**src/rtl/edge_seq_pkg.sv**
```systemverilog
// Shared types and helpers for the edge frame sequencer.
// Frame geometry defaults match the edge core package.
package edge_seq_pkg;

  localparam int DEF_COL_NUM = 640;
  localparam int DEF_ROW_NUM = 480;
  localparam int DEF_ADDR_W  = 19;

  typedef enum logic [2:0] {
    S_IDLE,
    S_REQ,
    S_ISSUE,
    S_WAIT_DATA,
    S_FEED,
    S_DRAIN,
    S_DONE
  } seq_state_t;

  typedef struct packed {
    logic [DEF_ADDR_W-1:0] addr;
    logic [7:0]            data;
  } result_entry_t;

  // |v| clamped to a byte; the most negative input also clamps.
  function automatic logic [7:0] sat_mag8(
    input logic signed [31:0] v
  );
    logic [31:0] m;
    m = v[31] ? 32'(-v) : 32'(v);
    return (m > 32'd255) ? 8'hFF : m[7:0];
  endfunction

  function automatic logic [31:0] pix_addr(
    input logic [31:0]        base,
    input logic signed [31:0] x,
    input logic signed [31:0] y,
    input int                 cols
  );
    return base + 32'(y) * 32'(cols) + 32'(x);
  endfunction

endpackage

```
**src/rtl/edge_result_fifo.sv**
```systemverilog
// Synchronous FIFO of result entries with occupancy count.
// A push and a pop in the same cycle are both honoured.
module edge_result_fifo
  import edge_seq_pkg::*;
#(
  parameter int DEPTH = 4,
  parameter int CW    = $clog2(DEPTH + 1)
) (
  input  logic          clk,
  input  logic          rst,
  input  logic          i_push,
  input  result_entry_t i_din,
  input  logic          i_pop,
  output result_entry_t o_head,
  output logic [CW-1:0] o_count,
  output logic          o_empty,
  output logic          o_full
);

  localparam int PW = $clog2(DEPTH);

  result_entry_t r_mem [DEPTH];
  logic [PW-1:0] r_wp;
  logic [PW-1:0] r_rp;
  logic [CW-1:0] r_count;
  logic          w_do_push;
  logic          w_do_pop;

  assign o_empty   = (r_count == '0);
  assign o_full    = (r_count == CW'(DEPTH));
  assign o_count   = r_count;
  assign o_head    = r_mem[r_rp];
  assign w_do_pop  = i_pop && !o_empty;
  assign w_do_push = i_push && (!o_full || w_do_pop);

  always_ff @(posedge clk) begin
    if (w_do_push) begin
      r_mem[r_wp] <= i_din;
    end
  end

  always_ff @(posedge clk) begin
    if (rst) begin
      r_wp    <= '0;
      r_rp    <= '0;
      r_count <= '0;
    end else begin
      if (w_do_push) r_wp <= r_wp + 1'b1;
      if (w_do_pop)  r_rp <= r_rp + 1'b1;
      r_count <= r_count + CW'(w_do_push) - CW'(w_do_pop);
    end
  end

  // Upstream flow control guarantees room for every result.
  always_ff @(posedge clk) begin
    if (!rst) begin
      assert (!(i_push && o_full && !i_pop));
    end
  end

endmodule

```
**src/rtl/edge_frame_sequencer.sv**
```systemverilog
// Frame controller for the Sobel edge core: serves pixel requests
// from a source buffer and writes saturated results to a destination.
module edge_frame_sequencer
  import edge_seq_pkg::*;
#(
  parameter int COL_NUM    = DEF_COL_NUM,
  parameter int ROW_NUM    = DEF_ROW_NUM,
  parameter int ADDR_W     = DEF_ADDR_W,
  parameter int COORD_W    = 11,
  parameter int FIFO_DEPTH = 4
) (
  input  logic                      clk,
  input  logic                      rst,
  input  logic                      start,
  input  logic [ADDR_W-1:0]         base_src,
  input  logic [ADDR_W-1:0]         base_dst,
  output logic                      busy,
  output logic                      done,
  output logic                      range_err,
  output logic                      src_read,
  output logic [ADDR_W-1:0]         src_address,
  input  logic                      src_waitrequest,
  input  logic [7:0]                src_readdata,
  input  logic                      src_readdatavalid,
  output logic                      core_en,
  output logic                      core_waitrequest,
  output logic [7:0]                core_pixel,
  input  logic signed [COORD_W-1:0] core_next_x,
  input  logic signed [COORD_W-1:0] core_next_y,
  input  logic                      core_sync,
  input  logic                      core_read_valid,
  input  logic signed [COORD_W-1:0] core_out_x,
  input  logic signed [COORD_W-1:0] core_out_y,
  input  logic signed [COORD_W-1:0] core_pixel_out,
  output logic                      dst_write,
  output logic [ADDR_W-1:0]         dst_address,
  output logic [7:0]                dst_writedata,
  input  logic                      dst_waitrequest
);

  localparam int CW = $clog2(FIFO_DEPTH + 1);

  seq_state_t        r_state;
  logic [ADDR_W-1:0] r_bsrc;
  logic [ADDR_W-1:0] r_bdst;
  logic [ADDR_W-1:0] r_src_addr;
  logic [7:0]        r_pix;
  logic              r_core_en;
  logic              r_range_err;

  logic signed [31:0] w_nx;
  logic signed [31:0] w_ny;
  logic signed [31:0] w_ox;
  logic signed [31:0] w_oy;
  logic signed [31:0] w_ov;
  logic               w_req_in;
  logic               w_res_in;
  logic               w_room;
  logic [ADDR_W-1:0]  w_req_addr;

  result_entry_t w_din;
  result_entry_t w_head;
  logic [CW-1:0] w_count;
  logic          w_empty;
  logic          w_full;
  logic          w_push;
  logic          w_pop;

  assign w_nx = 32'(core_next_x);
  assign w_ny = 32'(core_next_y);
  assign w_ox = 32'(core_out_x);
  assign w_oy = 32'(core_out_y);
  assign w_ov = 32'(core_pixel_out);

  assign w_req_in = (w_nx >= 0) && (w_nx < COL_NUM) &&
                    (w_ny >= 0) && (w_ny < ROW_NUM);
  assign w_res_in = (w_ox >= 0) && (w_ox < COL_NUM) &&
                    (w_oy >= 0) && (w_oy < ROW_NUM);

  assign w_req_addr = ADDR_W'(pix_addr(32'(r_bsrc), w_nx, w_ny, COL_NUM));

  // Two free slots cover the result of the previous pixel plus this one.
  assign w_room = (int'(w_count) + 2) <= FIFO_DEPTH;

  always_comb begin
    w_din      = '0;
    w_din.addr = DEF_ADDR_W'(pix_addr(32'(r_bdst), w_ox, w_oy, COL_NUM));
    w_din.data = sat_mag8(w_ov);
  end

  assign w_push = core_read_valid && w_res_in;
  assign w_pop  = !w_empty && !dst_waitrequest;

  edge_result_fifo #(
    .DEPTH (FIFO_DEPTH)
  ) u_fifo (
    .clk     (clk),
    .rst     (rst),
    .i_push  (w_push),
    .i_din   (w_din),
    .i_pop   (w_pop),
    .o_head  (w_head),
    .o_count (w_count),
    .o_empty (w_empty),
    .o_full  (w_full)
  );

  always_ff @(posedge clk) begin
    if (rst) begin
      r_state     <= S_IDLE;
      r_bsrc      <= '0;
      r_bdst      <= '0;
      r_src_addr  <= '0;
      r_pix       <= '0;
      r_core_en   <= 1'b0;
      r_range_err <= 1'b0;
    end else begin
      if (core_read_valid && !w_res_in) r_range_err <= 1'b1;
      unique case (r_state)
        S_IDLE: begin
          if (start) begin
            r_bsrc      <= base_src;
            r_bdst      <= base_dst;
            r_range_err <= 1'b0;
            r_core_en   <= 1'b1;
            r_state     <= S_REQ;
          end
        end
        S_REQ: begin
          if (core_sync) begin
            r_core_en <= 1'b0;
            r_state   <= S_DRAIN;
          end else if (w_room) begin
            if (!w_req_in) begin
              r_pix   <= '0;
              r_state <= S_FEED;
            end else begin
              r_src_addr <= w_req_addr;
              r_state    <= S_ISSUE;
            end
          end
        end
        S_ISSUE: begin
          if (!src_waitrequest) r_state <= S_WAIT_DATA;
        end
        S_WAIT_DATA: begin
          if (src_readdatavalid) begin
            r_pix   <= src_readdata;
            r_state <= S_FEED;
          end
        end
        S_FEED:  r_state <= S_REQ;
        S_DRAIN: begin
          if (w_empty) r_state <= S_DONE;
        end
        S_DONE:  r_state <= S_IDLE;
        default: r_state <= S_IDLE;
      endcase
    end
  end

  assign busy             = (r_state != S_IDLE);
  assign done             = (r_state == S_DONE);
  assign range_err        = r_range_err;
  assign src_read         = (r_state == S_ISSUE);
  assign src_address      = r_src_addr;
  assign core_en          = r_core_en;
  assign core_waitrequest = (r_state != S_FEED);
  assign core_pixel       = r_pix;
  assign dst_write        = !w_empty;
  assign dst_address      = w_empty ? '0 : ADDR_W'(w_head.addr);
  assign dst_writedata    = w_empty ? '0 : w_head.data;

  logic w_unused;
  assign w_unused = w_full;

endmodule

```
**config.mk**
```make
export PLATFORM = sky130hd
export DESIGN_NAME = edge_frame_sequencer
export DESIGN_NICKNAME = d
export VERILOG_FILES = /design/src/rtl/edge_seq_pkg.sv /design/src/rtl/edge_result_fifo.sv /design/src/rtl/edge_frame_sequencer.sv
export SDC_FILE = /design/constraint.sdc
export NUM_CORES = 1
export LEC_CHECK = 0
export CORE_ASPECT_RATIO = 0.7
export CORE_UTILIZATION = 59
export DETAILED_ROUTE_END_ITERATION = 16
export PLACE_DENSITY = 0.87
export SLEW_MARGIN = 20
export SYNTH_ARGS = -nofsm -noshare
export SYNTH_HDL_FRONTEND = slang
export SYNTH_HIERARCHICAL = 1
export SYNTH_SLANG_ARGS = --single-unit
```
**constraint.sdc**
```tcl
create_clock -name clk -period 9.8 [get_ports clk]
set_input_delay 0.98 -clock clk [delete_from_list [all_inputs] [get_ports clk]]
set_output_delay 0.98 -clock clk [all_outputs]
set_load 0.02 [all_outputs]
```
---- Word level (Yosys, flattened, before mapping) ----
Memory sizes are Yosys's and may differ from the RTL's. A register that Yosys moved wholly into a read port is not among the register bits.
Cells that the tools add are included.
word-level totals
  flip-flop bits (word level) ............. 77
  bits in latches ......................... 0
  RAM bits ................................ 108
  memory bits (read-only) ................. 0
  bits of input ports ..................... 109
  logic and storage cells ................. 104
  memories kept ........................... 1
operators by class
  add/sub/neg operators ................... 10
  multiply operators ...................... 2
  divide/modulo/power cells ............... 0
  magnitude comparators ................... 10
  equal/unequal tests ..................... 17
  shift-type cells ........................ 0
  mux-type cells .......................... 27
  bitwise operators ....................... 1
  reductions and logical operators ........ 26
memories
  memory        words  bits a word  read ports  clocked after memory_dff  write ports  line                    RTL
  u_fifo.r_mem  4      27           1           1                         1            edge_result_fifo.sv:22  result_entry_t r_mem [DEPTH];
operator list
  operator                 number
  $add A19 B19 Y19         4
  $mul A32 B3 Y12 const B  2
  $mux W8                  6
  $ge A11 B1 Y1 const B    4
  $gt A32 B8 Y1 const B    1
  $mux W32                 1
  $neg A11 Y32             1
  $lt A11 B10 Y1 const B   2
  $lt A11 B11 Y1 const B   2
  $mux W3                  7
  $mux W19                 1
  $pmux W3 S6              1
  $pmux W8 S2              1
  $ne A2 B2 Y1 const B     7
  $eq A3 B3 Y1 const B     4
  $logic_and A1 B1 Y1      11
  $reduce_and A5 Y1        2
  $mux W1                  7
  $eq A3 B2 Y1 const B     2
  $logic_not A3 Y1         2
  $ne A3 B3 Y1 const B     2
  $add A2 B1 Y2 const B    2
  $add A3 B2 Y4 const B    1
  $le A4 B3 Y1 const B     1
  other kinds (14)         19

---- Logic depth before layout (Yosys ltp) ----
Gate-level depths: netlist of run 1.
  depth after elaboration ................. 9
  depth in mapped cells ................... 19
  depth with buffers taken out ............ 19

---- Modules after synthesis ----
The synthesis of run 1 kept the hierarchy.
modules (own cells, without submodules)
  module                instances  cells an instance  area an instance (µm²)
  edge_frame_sequencer  1          743                6078.3
  edge_result_fifo      1          188                4399.2

---- Worst setup path after synthesis of run 1 ----
Ideal clock, no wire load.
  path type ............................... input to register
  start ................................... input port core_out_y[1]
  end ..................................... memory u_fifo/r_mem[0][26] in the netlist's numbering (data pin)
  library setup time ...................... 0.230 ns
  arrival ................................. 4.296 ns
  required time ........................... 9.570 ns
  slack ................................... 5.274 ns
  stages .................................. 14
  buffers on the path ..................... 0
  cell sequence ........................... ha_1 > ha_1 > fa_1 > xnor2_1 > fa_1 > inv_1 > ha_1 > and2_1 > a221o_1 > a21oi_2 > nor3b_2 > a21oi_2 > and4_4 > a2111oi_2
RTL lines
  what                line                        RTL
  start: declaration  edge_frame_sequencer.sv:33  input logic signed [COORD_W-1:0] core_out_y,
  end: declaration    edge_result_fifo.sv:22

==> results.md, run 1 <==
* Outcome: finished clean
* EDFF count, synth at 108
* Core box area at 17,300 sq um
* Die outline width at 161 um
* Clk Tree Root Cell: clkbuf_16
* First-pass GRT wire length at 39,500 um
* DPL Wire Length at 18,000 um
* Max Freq at 0.208 GHz
* Routed WL at 24,900 um
* Syn Area/Cell at 11.3 sq um
* Die Height at 113 um
* Total global routing track utilization at 28.2%
* Fin crit period at 4.82 ns
* Initial Util at 60.7%
* TritonCTS clock tree: yes
* Sw power at 794 uW
* Final TNS setup at 0 ns
* Count leader, synth: nand2_1
* Critical path type: primary input to flop
* CP Data Arrival Time at 5.01 ns
* Vias in the first global route at 7,793
* Top post-synthesis cells by count: 127 x nand2_1, 108 x edfxtp_1, 91 x ha_1
* Number of max-cap violations at 0
* Mapped Nets at 1,158
* Switching share of power at 33.6%
* Worst Hold Launch: r_bsrc[9]
* Antenna Cells at 0
* Dpl ws at 4.54 ns
* Seq/Total Area, Yosys at 46.0%
* CTS H-Tree Depth at 4
* Tightest Pin Transition at 0.982 ns
* Pwr/cell area at 182 nW/um^2
* Synth cell types at 64
* Unrepaired setup endpoints after global routing: no
* Clock sinks at 187
* Worst path required time at 9.99 ns
* Area fraction of the dominant cell type after synthesis at 31.0%
* Finish-stage setup viols at 0
* Row count at 40
* Hold-fix buffers at CTS at 0
* DR vias at 7,679
* CTS Buffer Depth at 2
* Pin count of the biggest net entering global routing at 82
* Slew Viols, Final at 0
* TritonCTS Buffers at 17
* Crit path launch: core_out_y[1]
* Sequential cell fraction of total power at 39.8%
* Port Buffer Count at 169
* Vias per inst at 5.77
* FF+latch count, synth at 187
* Period utilisation layout at 49.2%
* Setup Skew at 0.0145 ns
* Clock latency at the later pin of the worst-skew pair at 0.44 ns
* Resize count post-CTS at 0
* Final count of hold timing violations at 0
* Nets at 1,315
* Ranking of synthesized cells by area: edfxtp_1 31%, dfxtp_1 15%, ha_1 11%
* Worst r2r src: r_bdst[1]
* Antenna violations before repair at 0
* Cell Area, Synth at 10,500 sq um
* Clock group share of total power at 29.7%
* VDD IR max at 0.123 mV
* Type of origin of the critical path: primary input
* Clock Pin Slew Worst Setup and Hold Paths at 0.08 ns
* Combinational share of power at 30.5%
* Synth-to-Final Area Change at 23.5%
* Min-Delay Path Class: flop to flop
* Critical Path End Type: flop
* Final Worst Setup Slack at 4.98 ns
* # DRC at 0
* Async SR Flop Fraction at 0%
* Post CTS Setup Buffer Count at 0
* Ports at 170
* DR WL/cell at 18.7 um
* Most area-hungry cell type in the Yosys netlist: edfxtp_1
* RD Place Congestion at 0.915
* Internal Power at 1570 uW
* DRT Pass-1 Iters at 5
* Post-Syn Instances at 931
* Share of layout cells above drive strength 1 at 8.54%
* P_leak at 0.00495 uW
* ANT nets after route at 0
* Main synth FF type: edfxtp_1
* Synth Warn # at 6
* Die ar. at 18,300 sq um
* Slew margin rel. at 34.5%
* Remaining global-route overflow at 0
* CP Max Fanout at 4
* First DRT Iteration DRCs at 623
cell type report:
class	count	area, sq um
Sequential cell	187	4830
Clock buffer	17	425
Clock inverter	15	183
Fill cell	1107	4330
Inverter	51	191
Timing Repair Buffer	174	1720
Tap cell	231	289
Multi-Input combinational cell	657	5300
worst max-delay path: stages:
cell and delay [ns]:
clkdlybuf4s50_1 0.45, ha_1 0.31, ha_1 0.23, fa_1 0.40
xnor2_1 0.15, fa_1 0.48, inv_1 0.04, ha_1 0.34
and2_1 0.18, a221o_1 0.38, a21oi_2 0.17, nor3b_2 0.20
a21oi_2 0.10, and4_4 0.20, a2111oi_2 0.40
power by group through the flow:
| stage | Combinational (uW) | Sequential [uW] | Clock (uW) |
|---|---|---|---|
| 2_1_floorplan | 494 | 952 | 0 |
| 3_3_place_gp | 673 | 957 | 0 |
| 3_5_place_dp | 702 | 958 | 0 |
| 4_1_cts | 710 | 940 | 709 |
| 5_1_grt | 788 | 943 | 740 |
| 6_report | 719 | 941 | 701 |
registers in the layout, summed over array words and instances (netlist names), named ones only:
name            count
u_fifo/r_rp         2
src_address        19
r_bdst             19
core_en             1
range_err           1
core_pixel          8
r_bsrc             19
r_state             3
u_fifo/r_mem      108
u_fifo/r_wp         2
u_fifo/o_count      3
worst paths after layout:
path | to | slack (ns) | cells after the start
worst max register to register | u_fifo/r_mem[1][25] | 6.59 | 10
worst min-delay path | r_bsrc[9] | 0.46 | 2
worst min register to register | r_bsrc[9] | 0.46 | 2
worst max-delay path | u_fifo/r_mem[2][26] | 4.98 | 15
per-layer routing:
layer  vias up  routed length [um]  track usage, %
met5         -                   0               0
met4         0                 393            8.99
met3        32                1990            6.00
met2       313               11700            47.9
met1      3675               10800            36.6
li1       3659                   -               -
placed cells by master, fill, tap and decap left out, types with 11 or more instances in the layout:
cell | synthesis | routed
nor2_1 | 43 | 43
mux4_2 | 27 | 27
clkbuf_16 | 0 | 17
xor2_1 | 19 | 19
nor2b_1 | 33 | 33
fa_1 | 27 | 27
xnor2_1 | 36 | 36
nand3_1 | 11 | 11
o21ai_0 | 13 | 13
clkdlybuf4s50_1 | 0 | 168
a21oi_1 | 83 | 83
ha_1 | 91 | 91
dfxtp_1 | 79 | 78
edfxtp_1 | 108 | 108
nand2_1 | 127 | 127
a21o_1 | 14 | 14
inv_1 | 51 | 51
nor3_1 | 16 | 15
stage by stage:
| stage | cells | hold WS [ns] | total power (uW) | utilization [%] | cell area, sq um |
|---|---|---|---|---|---|
| final | 1332 | 0.458 | 2360 | 74.9 | 12900 |
| after global routing | 1332 | 0.479 | 2470 | 74.9 | 12900 |
| after CTS | 1332 | 0.462 | 2360 | 74.9 | 12900 |
| after detailed placement | 1300 | 0.449 | 1660 | 71.4 | 12300 |
| after global placement | 1300 | 0.443 | 1630 | 71.4 | 12300 |
| after floorplan | 931 | 0.436 | 1450 | - | 10500 |
kinds of logic after synthesis:
group                      Yosys count  share of synthesized area [%]
muxes                               30                           6.14
adders and majority gates          118                           16.0
and+or+nand+nor                    273                           12.4
xor gates and xnor gates            56                           4.81
DFF                                187                           46.0
buffers and inverters               87                           3.39
AOI/OAI and AO/OA                  180                           11.2
Power figures use the tool's default switching activity.
==> run 2, diff against run 1 <==
Settings changed: CORE_UTILIZATION 59 to 49, PLACE_DENSITY 0.87 to 0.77.
Clock period 9.8 ns to 4.4 ns, I/O delays scaled along.
==> results.md, run 2 (synthesis results as in run 1) <==
* DR WL/cell at 16.9 um (-9.7%)
* # DRC at 0 (unchanged)
* Min-Delay Path Class: flop to flop
* P_leak at 0.00508 uW (+2.8%)
* Synth-to-Final Area Change at 26.2%
* Die ar. at 22,000 sq um (+20%)
* Nets at 1,342 (+2.1%)
* Routed WL at 23,700 um (-4.8%)
* Top reg by flops: u_fifo/r_mem
* CTS H-Tree Depth at 4 (unchanged)
* Period utilisation layout at 94.2%
* Most common cell after layout, fill and taps aside: clkdlybuf4s50_1
* Largest register FFs at 108 (unchanged)
* Vias per inst at 5.41 (-6.1%)
* Die outline width at 177 um (+9.6%)
* Pin count of the biggest net entering global routing at 53 (-35%)
* Util after Layout at 63.4% (-12 points)
* DRT Pass-1 Iters at 4 (-1)
* Met3 usage at 5.71% (-0.29 points)
* Placed cell count at 1,372 (+5.5%)
* Antenna Cells at 0 (unchanged)
* Worst r2r src: r_bdst[12]
* Final count of hold timing violations at 0 (unchanged)
* Post-route non-filler standard cell count at 1,404 (+5.4%)
* Placed instance area at 12,600 sq um (+2.1%)
* Antenna violations before repair at 1 (+1)
* Critical Path End Type: flop
* Post CTS Setup Buffer Count at 0 (unchanged)
* CP Max Fanout at 4 (unchanged)
* Leading cell types in the layout, fill and taps excluded: 168 x clkdlybuf4s50_1, 127 x nand2_1, 108 x edfxtp_1, 91 x ha_1, 83 x a21oi_1
* Clock latency at the later pin of the worst-skew pair at 0.43 ns (about the same)
* Worst path required time at 4.56 ns (-5.43 ns)
* Setup Skew at 0.0138 ns (-0.000673 ns)
* CP Data Arrival Time at 4.31 ns (-0.70 ns)
* Resize count post-CTS at 0 (unchanged)
* TritonCTS Buffers at 17 (unchanged)
* Met1 Use GR at 31.2% (-5.4 points)
* First DRT Iteration DRCs at 427 (-31%)
* Hold-fix buffers at CTS at 0 (unchanged)
* Critical path type: primary input to flop
* Finish-stage setup viols at 0 (unchanged)
* First-pass GRT wire length at 38,100 um (-3.4%)
* Met2 usage at 34.7% (-13 points)
* DPL Wire Length at 17,400 um (-3.6%)
* Type of origin of the critical path: primary input
* Initial Util at 50.2% (-10 points)
* VDD IR max at 0.268 mV (+120%)
* Max Freq at 0.241 GHz
* Remaining global-route overflow at 0 (unchanged)
* DR vias at 7,597 (-1.1%)
* Final Cell Area at 13,200 sq um (+2.2%)
* Pwr/cell area at 407 nW/um^2 (+120%)
* ANT nets after route at 0 (unchanged)
* Core box area at 20,900 sq um (+21%)
* Reg2Reg Setup Slack at 1.37 ns (-5.22 ns)
* Worst reg2reg path endpoint: u_fifo/r_mem[1][26]
* Row count at 44 (+10%)
* Clock Pin Slew Worst Setup and Hold Paths at 0.07 ns (about the same)
* Die Height at 124 um (+9.6%)
* Register-to-Register Path Depth at 12 (+2)
* Hold depth at 2 (unchanged)
* Gr busiest metal: met2
* CTS Buffer Depth at 2 (unchanged)
* Tot Pwr at 5380 uW (+130%)
* RD Place Congestion at 0.848 (-7.3%)
* Worst Hold Launch: src_address[18]
* Vias in the first global route at 7,555 (-3.1%)
* Total global routing track utilization at 22.2% (-6.1 points)
* Outcome: finished clean
* Tightest Pin Transition at 0.983 ns (+0.000864 ns)
* Clock sinks at 187 (unchanged)
* Worst Hold Endpoint: src_address[18]
* Ports at 170 (unchanged)
* Slew margin rel. at 34.5% (-0.058 points)
* Port Buffer Count at 169 (unchanged)
* Slew Viols, Final at 0 (unchanged)
* Fin crit period at 4.14 ns
* TritonCTS clock tree: yes
* Number of max-cap violations at 0 (unchanged)
* Clk Tree Root Cell: clkbuf_16
* Unrepaired setup endpoints after global routing: no
* Share of layout cells above drive strength 1 at 10.8% (+2.3 points)
-- run 2: how the worst max path moves through the flow --
stage,startpoint,end,cells after the start
6_report,core_out_y[1],u_fifo/r_mem[1][26],16
5_1_grt,core_out_y[2],u_fifo/r_mem[1][26],17
4_1_cts,core_out_y[1],u_fifo/r_mem[1][26],15
3_5_place_dp,core_out_y[1],u_fifo/r_mem[0][26],15
3_3_place_gp,core_out_y[1],u_fifo/r_mem[0][26],15
2_1_floorplan,core_out_y[1],u_fifo/r_mem[0][26],14
-- run 2: layout make-up --
cell class                 count  area [sq um]
sequential                   187          4830
clock inverter                15           185
clock buffer                  17           425
timing repair buffer         201          1930
multi-input combinational    657          5320
fill                        1651          7640
tap                          276           345
inverter                      51           191
-- run 2: per-layer routing --
| metal | wire, um | share of wire, % |
|---|---|---|
| met3 | 1590 | 6.7 |
| met2 | 10600 | 45 |
| met4 | 155 | 0.65 |
| met5 | 0 | 0 |
| met1 | 11400 | 48 |
-- run 2: metrics by stage --
stage | hold WS, ns | setup slack [ns] | setup TNS [ns]
6_report | 0.457 | 0.257 | 0
3_3_place_gp | 0.438 | -0.115 | -0.459
3_5_place_dp | 0.450 | -0.211 | -0.978
5_1_grt | 0.475 | 0.0256 | 0
2_1_floorplan | 0.436 | 0.414 | 0
4_1_cts | 0.458 | 0.231 | 0
-- run 2: report_power, final --
| group | switching (uW) | leakage, uW | internal (uW) |
|---|---|---|---|
| Combinational | 951 | 0.00318 | 766 |
| Sequential | 42.2 | 0.00161 | 2050 |
| Clock | 742 | 0.000298 | 824 |
| Total | 1740 | 0.00508 | 3640 |
-- run 2: worst max-delay path, stage by stage --
cell             delay, ns
clkdlybuf4s50_1       0.44
ha_1                  0.31
ha_1                  0.23
fa_1                  0.40
xnor2_1               0.16
fa_1                  0.48
inv_1                 0.04
ha_1                  0.31
and2_1                0.17
a221o_1               0.34
a21oi_2               0.15
nor3b_2               0.19
a21oi_2               0.08
buf_4                 0.16
nor4_2                0.34
a2111oi_4             0.07
